File: src/rtl/imem_loader.sv
// Program loader: packs a handshaked byte stream into little-endian 32-bit words
// and writes them to sequential memory addresses, holding the core in reset until done.
module imem_loader #(
  parameter int AWIDTH = 32,
  parameter int DWIDTH = 32,
  parameter logic [AWIDTH-1:0] BASE_ADDR = 32'h0100_0000,
  parameter int MAX_WORDS = 1024,
  localparam int LW = $clog2(MAX_WORDS) + 1
) (
  input  logic              clk,
  input  logic              rst,
  input  logic              start_i,
  input  logic [LW-1:0]     len_i,
  input  logic              byte_valid_i,
  input  logic [7:0]        byte_i,
  output logic              byte_ready_o,
  output logic [AWIDTH-1:0] mem_addr_o,
  output logic [DWIDTH-1:0] mem_data_o,
  output logic              mem_write_en_o,
  output logic              core_rst_o,
  output logic              busy_o,
  output logic              done_o,
  output logic              err_o
);

  typedef enum logic [1:0] {IDLE, LOAD, WRITE, DONE} state_t;

  localparam logic [LW-1:0] MAX_LEN = LW'(MAX_WORDS);

  state_t      state_reg, state_next;
  logic [LW-1:0] len_reg, word_idx_reg;
  logic [1:0]  byte_cnt_reg;
  logic [23:0] part_reg;

  logic              byte_ready_next, write_en_next, core_rst_next;
  logic              busy_next, done_next, err_next;
  logic [AWIDTH-1:0] mem_addr_next;
  logic [DWIDTH-1:0] mem_data_next;

  logic can_start, last_byte, last_word;
  assign can_start = (state_reg == IDLE) || (state_reg == DONE);
  assign last_byte = (state_reg == LOAD) && byte_valid_i && (byte_cnt_reg == 2'd3);
  assign last_word = (word_idx_reg + LW'(1)) == len_reg;

  // State register plus the registered outputs and load datapath
  always_ff @(posedge clk or posedge rst) begin
    if (rst) begin
      state_reg      <= IDLE;
      len_reg        <= '0;
      word_idx_reg   <= '0;
      byte_cnt_reg   <= '0;
      part_reg       <= '0;
      byte_ready_o   <= 1'b0;
      mem_write_en_o <= 1'b0;
      mem_addr_o     <= BASE_ADDR;
      mem_data_o     <= '0;
      core_rst_o     <= 1'b1;
      busy_o         <= 1'b0;
      done_o         <= 1'b0;
      err_o          <= 1'b0;
    end else begin
      state_reg      <= state_next;
      byte_ready_o   <= byte_ready_next;
      mem_write_en_o <= write_en_next;
      mem_addr_o     <= mem_addr_next;
      mem_data_o     <= mem_data_next;
      core_rst_o     <= core_rst_next;
      busy_o         <= busy_next;
      done_o         <= done_next;
      err_o          <= err_next;
      case (state_reg)
        IDLE, DONE: begin
          if (start_i && len_i != '0 && len_i <= MAX_LEN) begin
            len_reg      <= len_i;
            word_idx_reg <= '0;
            byte_cnt_reg <= '0;
          end
        end
        LOAD: begin
          if (byte_valid_i) begin
            byte_cnt_reg <= byte_cnt_reg + 2'd1;
            case (byte_cnt_reg)
              2'd0:    part_reg[7:0]   <= byte_i;
              2'd1:    part_reg[15:8]  <= byte_i;
              2'd2:    part_reg[23:16] <= byte_i;
              default: ;
            endcase
          end
        end
        WRITE: word_idx_reg <= word_idx_reg + LW'(1);
        default: ;
      endcase
    end
  end

  always_comb begin
    state_next = state_reg;
    case (state_reg)
      IDLE, DONE: begin
        if (start_i) begin
          if (len_i == '0)          state_next = DONE;
          else if (len_i > MAX_LEN) state_next = IDLE;
          else                      state_next = LOAD;
        end
      end
      LOAD:  if (last_byte) state_next = WRITE;
      WRITE: state_next = last_word ? DONE : LOAD;
      default: state_next = IDLE;
    endcase
  end

  // Outputs are decoded from the next state so they appear registered
  always_comb begin
    byte_ready_next = (state_next == LOAD);
    write_en_next   = (state_next == WRITE);
    busy_next       = (state_next == LOAD) || (state_next == WRITE);
    done_next       = (state_next == DONE);
    core_rst_next   = (state_next != DONE);
    err_next        = err_o;
    mem_addr_next   = mem_addr_o;
    mem_data_next   = mem_data_o;
    if (can_start && start_i) err_next = (len_i > MAX_LEN);
    if (last_byte) begin
      mem_addr_next = BASE_ADDR + (AWIDTH'(word_idx_reg) << 2);
      mem_data_next = {byte_i, part_reg};
    end
  end

endmodule

File: config.mk
export PLATFORM = sky130hd
export DESIGN_NAME = imem_loader
export DESIGN_NICKNAME = d
export VERILOG_FILES = /design/src/rtl/imem_loader.sv
export SDC_FILE = /design/constraint.sdc
export NUM_CORES = 1
export LEC_CHECK = 0
export BUFFER_PORTS_ARGS = -buffer_cell sky130_fd_sc_hd__buf_2
export CAP_MARGIN = 5
export CORE_MARGIN = 2
export CORE_UTILIZATION = 45
export CTS_CLUSTER_DIAMETER = 50
export DETAILED_ROUTE_END_ITERATION = 8
export PLACE_DENSITY = 0.67
export SETUP_SLACK_MARGIN = 0.2
export SLEW_MARGIN = 20
export SYNTH_ARGS = -nofsm -noshare
export SYNTH_HDL_FRONTEND = slang
export SYNTH_SLANG_ARGS = --single-unit
File: constraint.sdc
create_clock -name clk -period 5.8 [get_ports clk]
set_input_delay 0 -clock clk [delete_from_list [all_inputs] [get_ports clk]]
set_output_delay 0 -clock clk [all_outputs]
set_load 0.02 [all_outputs]
; Word level (Yosys, flattened, before mapping)
; Index checks and enable logic that the tools add are counted.
; W data, S select, Z words.
[word_totals]
ff_bits = 120
inputBits = 23
output_inout_bits = 70
[classes]
add_sub_neg = 3
order_cmp = 2
eq_ne = 13
n_mux = 11
reduce_logical = 20
[op_table]
columns = op, count
row1 = $add A25 B13 Y26 const A, 1
row2 = $pmux W11 S2, 1
row3 = $eq A2 B2 Y1 const B, 6
row4 = $mux W2, 6
row5 = $reduce_and A3 Y1, 4
row6 = $add A11 B1 Y11 const B, 1
row7 = $eq A11 B11 Y1, 1
row8 = $gt A11 B11 Y1 const B, 1
row9 = $le A11 B11 Y1 const B, 1
row10 = $logic_not A11 Y1, 1
row11 = $mux W11, 1
row12 = $reduce_bool A11 Y1, 1
row13 = $eq A2 B1 Y1 const B, 3
row14 = $ne A2 B2 Y1 const B, 3
row15 = $pmux W2 S3, 1
row16 = $logic_and A1 B1 Y1, 5
row17 = $logic_not A2 Y1, 2
row18 = $pmux W2 S2, 1
row19 = $reduce_and A2 Y1, 2
row20 = $reduce_bool A2 Y1, 2
row21 = $add A2 B1 Y2 const B, 1
row22 = $logic_or A1 B1 Y1, 2
row23 = $reduce_or A2 Y1, 1
row24 = $mux W1, 1

; Longest topological paths before layout
; Gate-level depths: netlist (run 1).
[depth]
word_depth = 7
mapped_depth = 10
depth_no_buf = 8

; Worst setup path after synthesis (run 1)
; OpenSTA, ideal clock, no wires.
[synth_path]
path_type = register to register
start = reg word_idx_reg[0]
end = reg busy_o
t_arrival_ns = 1.853
required_time_ns = 5.687
slack_ns = 3.834
path_stages_with_launch = 9
path_buffers = 0
cell_sequence = dfrtp_1 -> ha_1 -> and3_1 -> nand3_1 -> xnor2_1 -> a221oi_2 -> a31oi_1 -> ha_1 -> inv_1
[synth_via]
elab_chain_cells = 6
[synth_rtl]
columns = item, line
row1 = "start, declared", 31  ; logic [LW-1:0] len_reg, word_idx_reg;
row2 = "start signal, assigned", 90  ; WRITE: word_idx_reg <= word_idx_reg + LW'(1);
row3 = $add A11 B1 Y11 (*), 43  ; assign last_word = (word_idx_reg + LW'(1)) == len_reg;
row4 = $eq A11 B11 Y1 (*), 43
row5 = $mux W2 (*), 107  ; WRITE: state_next = last_word ? DONE : LOAD;
row6 = $pmux W2 S3 (*), 98  ; case (state_reg)
row7 = $eq A2 B1 Y1 or $eq A2 B2 Y1 (tied branches), 116  ; busy_next = (state_next == LOAD) || (state_next == WRITE);
row8 = $logic_or A1 B1 Y1 (*), 116
row9 = net busy_next, 36  ; logic busy_next, done_next, err_next;
row10 = "end signal, assigned", 68  ; busy_o <= busy_next;
row11 = "end, declared", 21  ; output logic busy_o,
; The timed path passes the listed nets; every way through them passes the cells marked *.
; A chain may end at the register's enable or synchronous reset.

; Worst setup path in the final report (run 1)
[layout_path]
start = in len_i[4]
end = reg len_reg[9]
[layout_via]
elab_chain_cells = 4
[layout_rtl]
columns = item, line
row1 = "start, declared", 13  ; input logic [LW-1:0] len_i,
row2 = "parallel branches: the longest is 2 deep, another holds $le A11 B11 Y1", -
row3 = $logic_and A1 B1 Y1 (*), 73  ; if (start_i && len_i != '0 && len_i <= MAX_LEN) begin
row4 = $reduce_and A2 Y1 (no source line) (*), -
row5 = "end signal, assigned", 74  ; len_reg <= len_i;
row6 = "end, declared", 31
; Mark *: on every way between the ends.

==> metrics, run 1 <==
status=finished clean; Worst IR Drop VDD=roughly 0.15 mV; synthesized area per cell=roughly 13 um2; sequential cell area fraction in the yosys report=a little over half; final core utilization=a little over half; CP Capture Type=register; power per cell area=351 mW/mm2; fillers=~840; leading post-synthesis cells by cell area=dfrtp_1 (53%), mux2_2 (18%), buf_4 (3.6%), ha_1 (3.0%), xnor2_1 (1.9%); Crit Path Category=input pin to register; drt initial violations=190; grt met2 use=between 20% and 30%; pin count of the biggest net entering global routing=73; final antenna-violating net count=0; grt met3 use=under 10%; multiplexer area fraction after synthesis=19.0%; I/O Buffers=slightly above 70; initial antenna violation count=0; Final Hold Viols=0; DRC Markers=0; CP Data Arrival Time=between 2 and 2.5 ns; busiest grt layer=met2; Initial Utilization=~47%; number of diodes=0; TritonCTS buffer count=9; combinational family with the most area after synthesis=multiplexers; synthesized area=between 0.004 and 0.005 mm2; Synth Warn #=0; flop-to-flop setup slack=roughly 3.6 ns; Die ar.=0.0111 mm2; share of layout cells above drive strength 1=between 30 and 40%; Setup Fix Bufs, Post-CTS=0; Setup TNS=0 ns; Post-synth EDFFs=0; Clock Pin Slew Worst Setup and Hold Paths=~0.10 ns; fmax=around 450 MHz; HP Class=input pin to register; die width=around 110 um; Final GP Congestion=0.841; cells after synthesis=363; top cell type's share of synthesized area=about 53%; clk sink count=between 90 and 100; post-synthesis cell type count=49; post-layout power=1.89 mW; CTS tree=done; vias in the first global route=around 2800; max reg flops=32; Max FO, Critical Path=11; RSZ-0062 raised after global routing=no; FFs w/ async S/R, synth=100%; via count=2905; Worst-Margin Slew=between 0.9 and 1 ns; Slew HR=approximately 36%; DRT Wirelength=8500 um; FF+latch count, synth=approximately 100; Vias/cell=around 5; dpl cell area=0.00498 mm2; Top FF cell, synth=dfrtp_1; Root Driver=clkbuf_8; CP required=~6 ns; row count=36; Ports=between 90 and 100; clock tree buffer depth=2; Layout Skew=between 0.01 and 0.015 ns; CTS H-Tree Depth=3; total grt overflow=0; dpl hpwl=~6000 um; compound-cell area share of the yosys netlist=roughly 7%; routed len/inst=about 14 um; DR pass1 iterations=4; Synth Area in Simple Gates=8.17%; Final setup viols=0; min Tclk post-route=between 2 and 2.5 ns; final instance area=between 0.005 and 0.006 mm2; max cap viols=0; Synth Area in Adders=under 10%; first-pass GRT wire length=approximately 14000 um; top cell type by total area after synthesis=dfrtp_1; nets@finish=around 480; max-slew violations=0; total track usage=16.4%; crit start category=input pin; die extent in y=approximately 110 um; Lkg Pwr=approximately 2.7 nW; Tcrit/Tclk final=about two fifths; core region area=about 0.0099 mm2; P&R area growth vs syn=16.9%; Post-Synth XOR/XNOR Area=roughly 2.9%; met1 usage=approximately 23%; later-pin clock latency in the skew report=approximately 0.37 ns
-- routing by layer --
metal	wire length [um]	part of all wire, %
met1	4110	48
met2	3820	45
met3	407	4.8
met4	157	1.8
met5	0	0
-- through the flow --
step	setup slack (ns)	hold WS [ns]	instances
2_1_floorplan	3.21	0.151	382
3_3_place_gp	3.65	-0.00581	550
3_5_place_dp	3.60	-0.000267	550
4_1_cts	3.55	0.0621	587
5_1_grt	3.29	0.0746	587
6_report	3.56	0.0843	587
-- worst max-delay path, stage by stage --
cell and delay (ns):
dlygate4sd3_1 0.53, buf_2 0.14, nor4_4 0.43, a31o_2 0.28, nand2_1 0.06, nor2_1 0.64
mux2_2 0.41
-- Yosys cell counts (4+ instances only) --
cell and instances:
dfrtp_1 98, mux2_2 75, buf_4 22, nand2_1 19, ha_1 11, inv_1 11
nand3_1 11, xnor2_1 10, buf_2 8, o21ai_0 8, nor2_1 7, clkbuf_1 6
nand4_1 5, nor2b_1 5, nor3_1 5, xor2_1 5, a21o_1 4, and3_1 4
-- power breakdown --
group	switching, mW	total [mW]	internal (mW)
Combinational	0.251	0.491	0.240
Sequential	0.0972	0.969	0.871
Clock	0.260	0.429	0.168
-- timing repair --
item | in CTS | in global routing
hold endpoints to repair | 71 | 0
resized for setup | 0 | 0
hold buffers | 21 | 0
-- path summary, 6_finish.rpt --
path	startpoint	to	depth (start not counted)
min in group asynchronous	rst	mem_addr_o[7]$_DFFE_PP0P_	3
setup reg to reg	state_reg[0]$_DFF_PP0_	len_reg[9]$_DFFE_PP0P_	5
hold / removal	byte_valid_i	byte_cnt_reg[0]$_DFFE_PP0P_	3
hold reg to reg	err_o$_DFFE_PP0P_	err_o$_DFFE_PP0P_	2
max in group asynchronous	rst	len_reg[10]$_DFFE_PP0P_	4
setup / recovery	len_i[4]	len_reg[9]$_DFFE_PP0P_	7
-- cell families after synthesis --
kind of cell             after synthesis
flip-flops                            99
AO/OA/AOI/OAI                         41
buffers and inverters                 49
AND/OR/NAND/NOR                       68
adder cells (fa/ha/maj)               11
other                                  2
multiplexers                          78
XOR/XNOR                              15
-- layout by cell type, fill, tap and decap left out, types with 2 or more instances in the layout --
| cell type | synthesis | layout |
|---|---|---|
| a21o_1 | 4 | 4 |
| a21oi_1 | 3 | 3 |
| a221o_1 | 3 | 3 |
| a22o_1 | 3 | 3 |
| a31o_2 | 2 | 2 |
| a31oi_1 | 2 | 2 |
| and2_1 | 2 | 2 |
| and3_1 | 4 | 4 |
| buf_2 | 8 | 71 |
| buf_4 | 22 | 2 |
| clkbuf_8 | 0 | 9 |
| conb_1 | 2 | 21 |
| dfrtp_1 | 98 | 98 |
| dlygate4sd3_1 | 0 | 21 |
| ha_1 | 11 | 11 |
| inv_1 | 11 | 10 |
| inv_8 | 0 | 3 |
| mux2_2 | 75 | 75 |
| mux2i_1 | 3 | 3 |
| nand2_1 | 19 | 19 |
| nand2b_1 | 2 | 2 |
| nand3_1 | 11 | 10 |
| nand4_1 | 5 | 5 |
| nor2_1 | 7 | 7 |
| nor2b_1 | 5 | 5 |
| nor3_1 | 5 | 5 |
| nor4_1 | 2 | 2 |
| nor4_4 | 2 | 2 |
| o21ai_0 | 8 | 8 |
| o21bai_1 | 2 | 2 |
| o31ai_1 | 3 | 3 |
| xnor2_1 | 10 | 10 |
| xor2_1 | 5 | 5 |
-- final cells by class --
type	count	area (um2)	share of cell area, %
Clock buffer	9	124	2.30
Clock inverter	7	71.3	1.32
Inverter	11	43.8	0.813
Multi-Input combinational cell	234	1920	35.7
Sequential cell	99	2480	46.0
Tap cell	133	166	3.09
Timing Repair Buffer	94	581	10.8
No activity file was read; power rests on OpenSTA's default activity.
==> run 2, diff against run 1 <==
--- a/config.mk
+++ b/config.mk
@@ -11,7 +11,7 @@
 export CORE_UTILIZATION = 45
 export CTS_CLUSTER_DIAMETER = 50
 export DETAILED_ROUTE_END_ITERATION = 8
-export PLACE_DENSITY = 0.67
+export PLACE_DENSITY = 0.7
 export SETUP_SLACK_MARGIN = 0.2
 export SLEW_MARGIN = 20
 export SYNTH_ARGS = -nofsm -noshare
==> constraint.sdc (replaced) <==
create_clock -name clk -period 2 [get_ports clk]
set_input_delay 0 -clock clk [delete_from_list [all_inputs] [get_ports clk]]
set_output_delay 0 -clock clk [all_outputs]
set_load 0.02 [all_outputs]
==> metrics, run 2 (same netlist as run 1, synthesis figures left out) <==
final instance area=around 0.0058 mm2; Worst-Margin Slew=0.615 ns; setup ws final=-0.00759 ns; worst hold path cell count=3; CP top delay family=compound AO/OA/AOI/OAI gates; DR pass1 iterations=4; worst path bufs/invs=1; I/O Buffers=just over 70; Die ar.=0.0111 mm2; die extent in y=~110 um; most common cell after layout, fill and taps aside=dfrtp_1; die width=between 100 and 150 um; Initial Utilization=a little under half; crit path to=busy_o$_DFF_PP0_; HP Class=input pin to register; CP required=~2.3 ns; status=complete, but fails checks; max reg flops=32; Ports=between 90 and 100; cells on worst reg2reg path=8; flop-to-flop setup slack=-0.008 ns; DRC Markers=0; min Tclk post-route=about 2.0 ns; Tcrit/Tclk final=100%; via count=around 3100; share of layout cells above drive strength 1=about 48%; Final GP Congestion=around 0.84; dpl hpwl=~6300 um; routed len/inst=about 15 um; vias in the first global route=approximately 3200; Worst path max stage delay=0.44 ns; fmax=498 MHz; Clock Pin Slew Worst Setup and Hold Paths=0.10 ns; CP Data Arrival Time=2.28 ns; crit start category=register; RSZ-0062 raised after global routing=yes; number of diodes=0; instance count on the critical path=8; drt initial violations=around 130; Worst IR Drop VDD=0.452 mV; CTS tree=done; core region area=just under 0.01 mm2; failing checks=negative setup slack; nets@finish=approximately 500; Slew HR=between 50% and 60%; P&R area growth vs syn=25.5%; pin count of the biggest net entering global routing=61; TritonCTS buffer count=9; total track usage=between 10% and 20%; dpl cell area=0.00518 mm2; CP Cell Sequence=ha_4 > nor2b_4 > o21a_1 > o31ai_2 > o2111a_1 > a31oi_1 > ha_1 > inv_1; CTS H-Tree Depth=3; Slowest-stage cell, CP=dfrtp_2; final antenna-violating net count=0; Crit Path Category=register to register; DRT Wirelength=between 9000 and 10000 um; CP Capture Type=register; total grt overflow=0; Root Driver=clkbuf_8; Final setup viols=1; max cap viols=0; final core utilization=roughly 59%; most frequent cells in the layout=dfrtp_1 (93), mux2_2 (75), buf_2 (71), buf_4 (23), conb_1 (21); first-pass GRT wire length=~15000 um; clk sink count=a little under 100; R2R Path Start=word_idx_reg[1]$_DFFE_PP0P_; initial antenna violation count=0; Lkg Pwr=between 2 and 3 nW; max-slew violations=0; Layout Skew=between 0.01 and 0.015 ns; CP startpoint=word_idx_reg[1]$_DFFE_PP0P_; reg2reg end=busy_o$_DFF_PP0_; row count=36; Max FO, Critical Path=6; Final Hold Viols=0; later-pin clock latency in the skew report=about 0.37 ns; clock tree buffer depth=2; fillers=811; Vias/cell=between 5 and 6; power per cell area=just under 1000 mW/mm2
## run 2: cell types whose count changed in the layout (fill, tap and decap cells not counted), sizes merged
cell,change
buf,+26
clkinv,-2
clkbuf,+1
dlygate4sd3,-1
inv,+1
## run 2: area by class of cell
class / instances / area [um2] / area share (%)
well taps: 133 / 166 / 2.88
clock buffers: 10 / 128 / 2.21
repair buffers: 119 / 820 / 14.2
flip-flops and latches: 99 / 2480 / 43.0
multi-input cells: 234 / 2080 / 36.0
inverters: 11 / 45.0 / 0.779
clock inverters: 6 / 53.8 / 0.931
## run 2: power breakdown
part / total (mW) / internal [mW] / leakage, nW / switching, mW
sequential: 2.81 / 2.53 / 1.29 / 0.287
clock: 1.21 / 0.482 / 0.0955 / 0.732
combinational: 1.54 / 0.759 / 1.45 / 0.782
## run 2: stage by stage
| stage | hold slack, ns | TNS [ns] | setup slack, ns | power, mW | std cells |
|---|---|---|---|---|---|
| floorplan | 0.150 | 0 | 0.182 | 3.87 | 382 |
| global placement | 0.104 | -0.0615 | -0.0433 | 4.23 | 565 |
| detailed placement | 0.101 | -0.182 | -0.0853 | 4.31 | 565 |
| CTS | 0.000572 | 0 | 0.00561 | 5.59 | 607 |
| global route | 0.0255 | -0.163 | -0.0635 | 5.91 | 612 |
| finish | 0.0197 | -0.00759 | -0.00759 | 5.57 | 612 |
## run 2: worst min-delay path, delay by kind of cell
kind / cells / cell delay (ns)
and+or+nand+nor: 1 / 0.11
AOI/OAI and AO/OA: 1 / 0.08
buffers and inverters: 1 / 0.15
## run 2: how the worst min path moves through the flow
stage	from	to	slack [ns]
3_5_place_dp	rst	mem_data_o[4]$_DFFE_PP0P_	0.10
5_1_grt	start_i	err_o$_DFFE_PP0P_	0.03
3_3_place_gp	rst	mem_data_o[4]$_DFFE_PP0P_	0.10
4_1_cts	start_i	err_o$_DFFE_PP0P_	0.0006
6_report	start_i	err_o$_DFFE_PP0P_	0.02
2_1_floorplan	byte_i[1]	mem_data_o[25]$_DFFE_PP0P_	0.15
## run 2: layer usage
layer	part of all wire [%]	global-route usage, %	vias to the layer above
met5	0	0	-
met4	1.4	6.00	0
met3	3.6	3.49	11
li1	-	-	1460
met1	46	23.9	1584
met2	49	28.3	82
## run 2: repair_timing
item / 4_1_cts / 5_1_grt
gates resized for setup: 20 / 12
setup endpoints to repair: 17 / 47
pin swaps: 7 / 10
endpoints found under the hold margin: 141 / 0
buffers inserted: 6 / 4
hold buffers: 20 / 0
gates cloned: 0 / 1
==> run 3, diff against run 2 <==
--- a/config.mk
+++ b/config.mk
@@ -5,13 +5,14 @@
 export SDC_FILE = /design/constraint.sdc
 export NUM_CORES = 1
 export LEC_CHECK = 0
+export ABC_AREA = 1
 export BUFFER_PORTS_ARGS = -buffer_cell sky130_fd_sc_hd__buf_2
 export CAP_MARGIN = 5
 export CORE_MARGIN = 2
-export CORE_UTILIZATION = 45
+export CORE_UTILIZATION = 49
 export CTS_CLUSTER_DIAMETER = 50
 export DETAILED_ROUTE_END_ITERATION = 8
-export PLACE_DENSITY = 0.7
+export PLACE_DENSITY = 0.76
 export SETUP_SLACK_MARGIN = 0.2
 export SLEW_MARGIN = 20
 export SYNTH_ARGS = -nofsm -noshare
==> metrics, run 3 <==
status=complete, but fails checks; failing checks=negative setup slack; CP Capture Type=register; total track usage=about 20%; cells after synthesis=approximately 470; Synth Warn #=0; synthesized area=about 0.0044 mm2; dpl cells=roughly 640; HP Class=input pin to register; CTS tree=done; TritonCTS buffer count=9; busiest grt layer=met2; vias in the first global route=between 3000 and 4000; max cap viols=0; later-pin clock latency in the skew report=about 0.37 ns; Die ar.=between 0.009 and 0.01 mm2; top cell type by total area after synthesis=dfrtp_1; CP required=~2.3 ns; Root Driver=clkbuf_8; final antenna-violating net count=0; Final GP Congestion=between 0.9 and 1; initial antenna violation count=0; FFs w/ async S/R, synth=between 90% and 100%; drt initial violations=235; min Tclk post-route=2.00 ns; top cell type's share of synthesized area=~56%; Top FF cell, synth=dfrtp_1; Initial Utilization=between 50% and 60%; DRT Wirelength=between 9000 and 10000 um; Worst path max stage delay=0.47 ns; setup ws final=-0.00374 ns; Lkg Pwr=about 2.8 nW; Slew HR=65.8%; final core utilization=61.5%; P&R area growth vs syn=21.4%; Max FO, Critical Path=4; DR pass1 iterations=5; via count=~3500; FF+latch count, synth=around 100; fmax=approximately 500 MHz; final instance area=around 0.0054 mm2; Most Frequent Cell on Critical Path=nand2_1; number of diodes=0; fillers=about 700; CTS H-Tree Depth=3; Register Area=roughly 0.0025 mm2; worst hold path cell count=3; Non-Filler Instances=680; Setup TNS=-0.00516 ns; Vias/cell=roughly 5; CP top delay family=simple AND/OR/NAND/NOR gates; count leader, synth=nand2_1; max reg flops=32; cells on worst reg2reg path=12; grt met3 use=under 10%; Final Hold Viols=0; CP Cell Sequence=ha_4 > buf_4 > nand3_1 > nand2_1 > nand2_1 > nand2_1 > nand2_1 > nand3_1 > nor2_2 > o21ai_1 > ha_1 > inv_1; met1 usage=roughly 27%; share of layout cells above drive strength 1=26.4%; crit start category=register; Ports=93; I/O Buffers=approximately 70; Layout Skew=0.00960 ns; Crit Path Category=register to register; grt met2 use=around 32%; flop-to-flop setup slack=-0.004 ns; Tcrit/Tclk final=100%; CP Data Arrival Time=2.28 ns; Final setup viols=2; Slowest-stage cell, CP=dfrtp_2; Post-synth top cells=nand2_1 (113), dfrtp_1 (98), o21ai_0 (53); dpl cell area=approximately 0.0048 mm2; core region area=just under 0.009 mm2; RSZ-0062 raised after global routing=yes; area of the multi-input gates=approximately 0.0017 mm2; pin count of the biggest net entering global routing=100; post-synthesis cell type count=24; DRC Markers=0; total grt overflow=0; clock tree buffer depth=2; post-layout power=7.23 mW; max-slew violations=0; Hold Slack=0.0108 ns; synthesized area per cell=9.41 um2; clk sink count=99; Worst IR Drop VDD=0.679 mV; most common cell after layout, fill and taps aside=nand2_1; instance count on the critical path=12; routed len/inst=13.9 um; sequential cell area fraction in the yosys report=a little under three fifths; power per cell area=roughly 1300 mW/mm2; dpl hpwl=between 6000 and 7000 um; leading post-synthesis cells by cell area=dfrtp_1 (56%), nand2_1 (9.6%), mux2_2 (6.1%), o21ai_0 (6.0%), inv_1 (4.0%); die width=roughly 100 um; most frequent cells in the layout=nand2_1 (105), dfrtp_1 (94), buf_2 (71), o21ai_0 (51), inv_1 (43); Setup WS pre-CTS=-0.00203 ns; first-pass GRT wire length=15300 um; Worst-Margin Slew=~0.5 ns; worst path bufs/invs=2; Post-synth EDFFs=0; die extent in y=approximately 100 um; Clock Pin Slew Worst Setup and Hold Paths=between 0.1 and 0.15 ns; nets@finish=roughly 600; row count=34
run 3: cell types whose count changed in the layout (fill, tap and decap cells not counted), moves of 4 or more:
| cell | delta |
|---|---|
| nor2_1 | +18 |
| mux2_2 | -51 |
| nand3_1 | +18 |
| xnor2_1 | -9 |
| inv_1 | +34 |
| a21o_1 | -4 |
| o21ai_0 | +43 |
| nand3_2 | -4 |
| nand2_1 | +87 |
| o22ai_1 | +7 |
| buf_4 | -15 |
| a21oi_1 | +10 |
| nand2_2 | +8 |
run 3: kinds of logic after synthesis:
family                     after synthesis  synth area share (%)
AOI/OAI and AO/OA                       77                  9.13
xor gates and xnor gates                 2                 0.397
adders and majority gates               11                  3.12
buffers and inverters                   80                  8.82
DFF                                     99                  56.2
muxes                                   24                  6.12
other                                    2                 0.170
and+or+nand+nor                        174                  16.1
run 3: area by class of cell:
class / instances / share of cell area [%]
multi-input combinational: 309 / 31.6
tap: 108 / 2.52
inverter: 47 / 3.41
clock buffer: 9 / 2.31
timing repair buffer: 101 / 12.2
sequential: 99 / 46.3
clock inverter: 7 / 1.56
run 3: power by group:
group	internal (mW)	leakage (nW)	total, mW	switching (mW)
clock	0.510	0.106	1.34	0.827
sequential	2.73	1.29	3.14	0.408
combinational	1.05	1.44	2.75	1.70
total	4.30	2.83	7.23	2.93
run 3: final timing paths:
kind                                        startpoint                    endpoint
max in group asynchronous                          rst        core_rst_o$_DFF_PP1_
hold / removal                               byte_i[7]    part_reg[23]$_DFFE_PP0P_
min in group asynchronous                          rst  mem_data_o[22]$_DFFE_PP0P_
setup reg to reg           word_idx_reg[0]$_DFFE_PP0P_            busy_o$_DFF_PP0_
hold reg to reg               part_reg[23]$_DFFE_PP0P_    part_reg[23]$_DFFE_PP0P_
setup / recovery           word_idx_reg[0]$_DFFE_PP0P_            busy_o$_DFF_PP0_
run 3: repair_timing:
item	4_1_cts	5_1_grt
gates resized for setup	11	18
pin swaps	6	8
hold buffers	20	0
buffers inserted	2	3
endpoints found under the hold margin	132	0
setup endpoints to repair	29	41
run 3: worst reg2reg max path: cells and delay by family, from the launching register on:
kind | cells | cell delay (ns)
buffers and inverters | 2 | 0.17
AND/OR/NAND/NOR | 7 | 0.71
adder cells (fa/ha/maj) | 2 | 0.49
flip-flops | 1 | 0.47
AO/OA/AOI/OAI | 1 | 0.08
run 3: layer usage:
layer	routed length, um	vias up
met1	4180	1637
met5	0	-
met3	526	17
li1	-	1671
met4	138	0
met2	4610	127
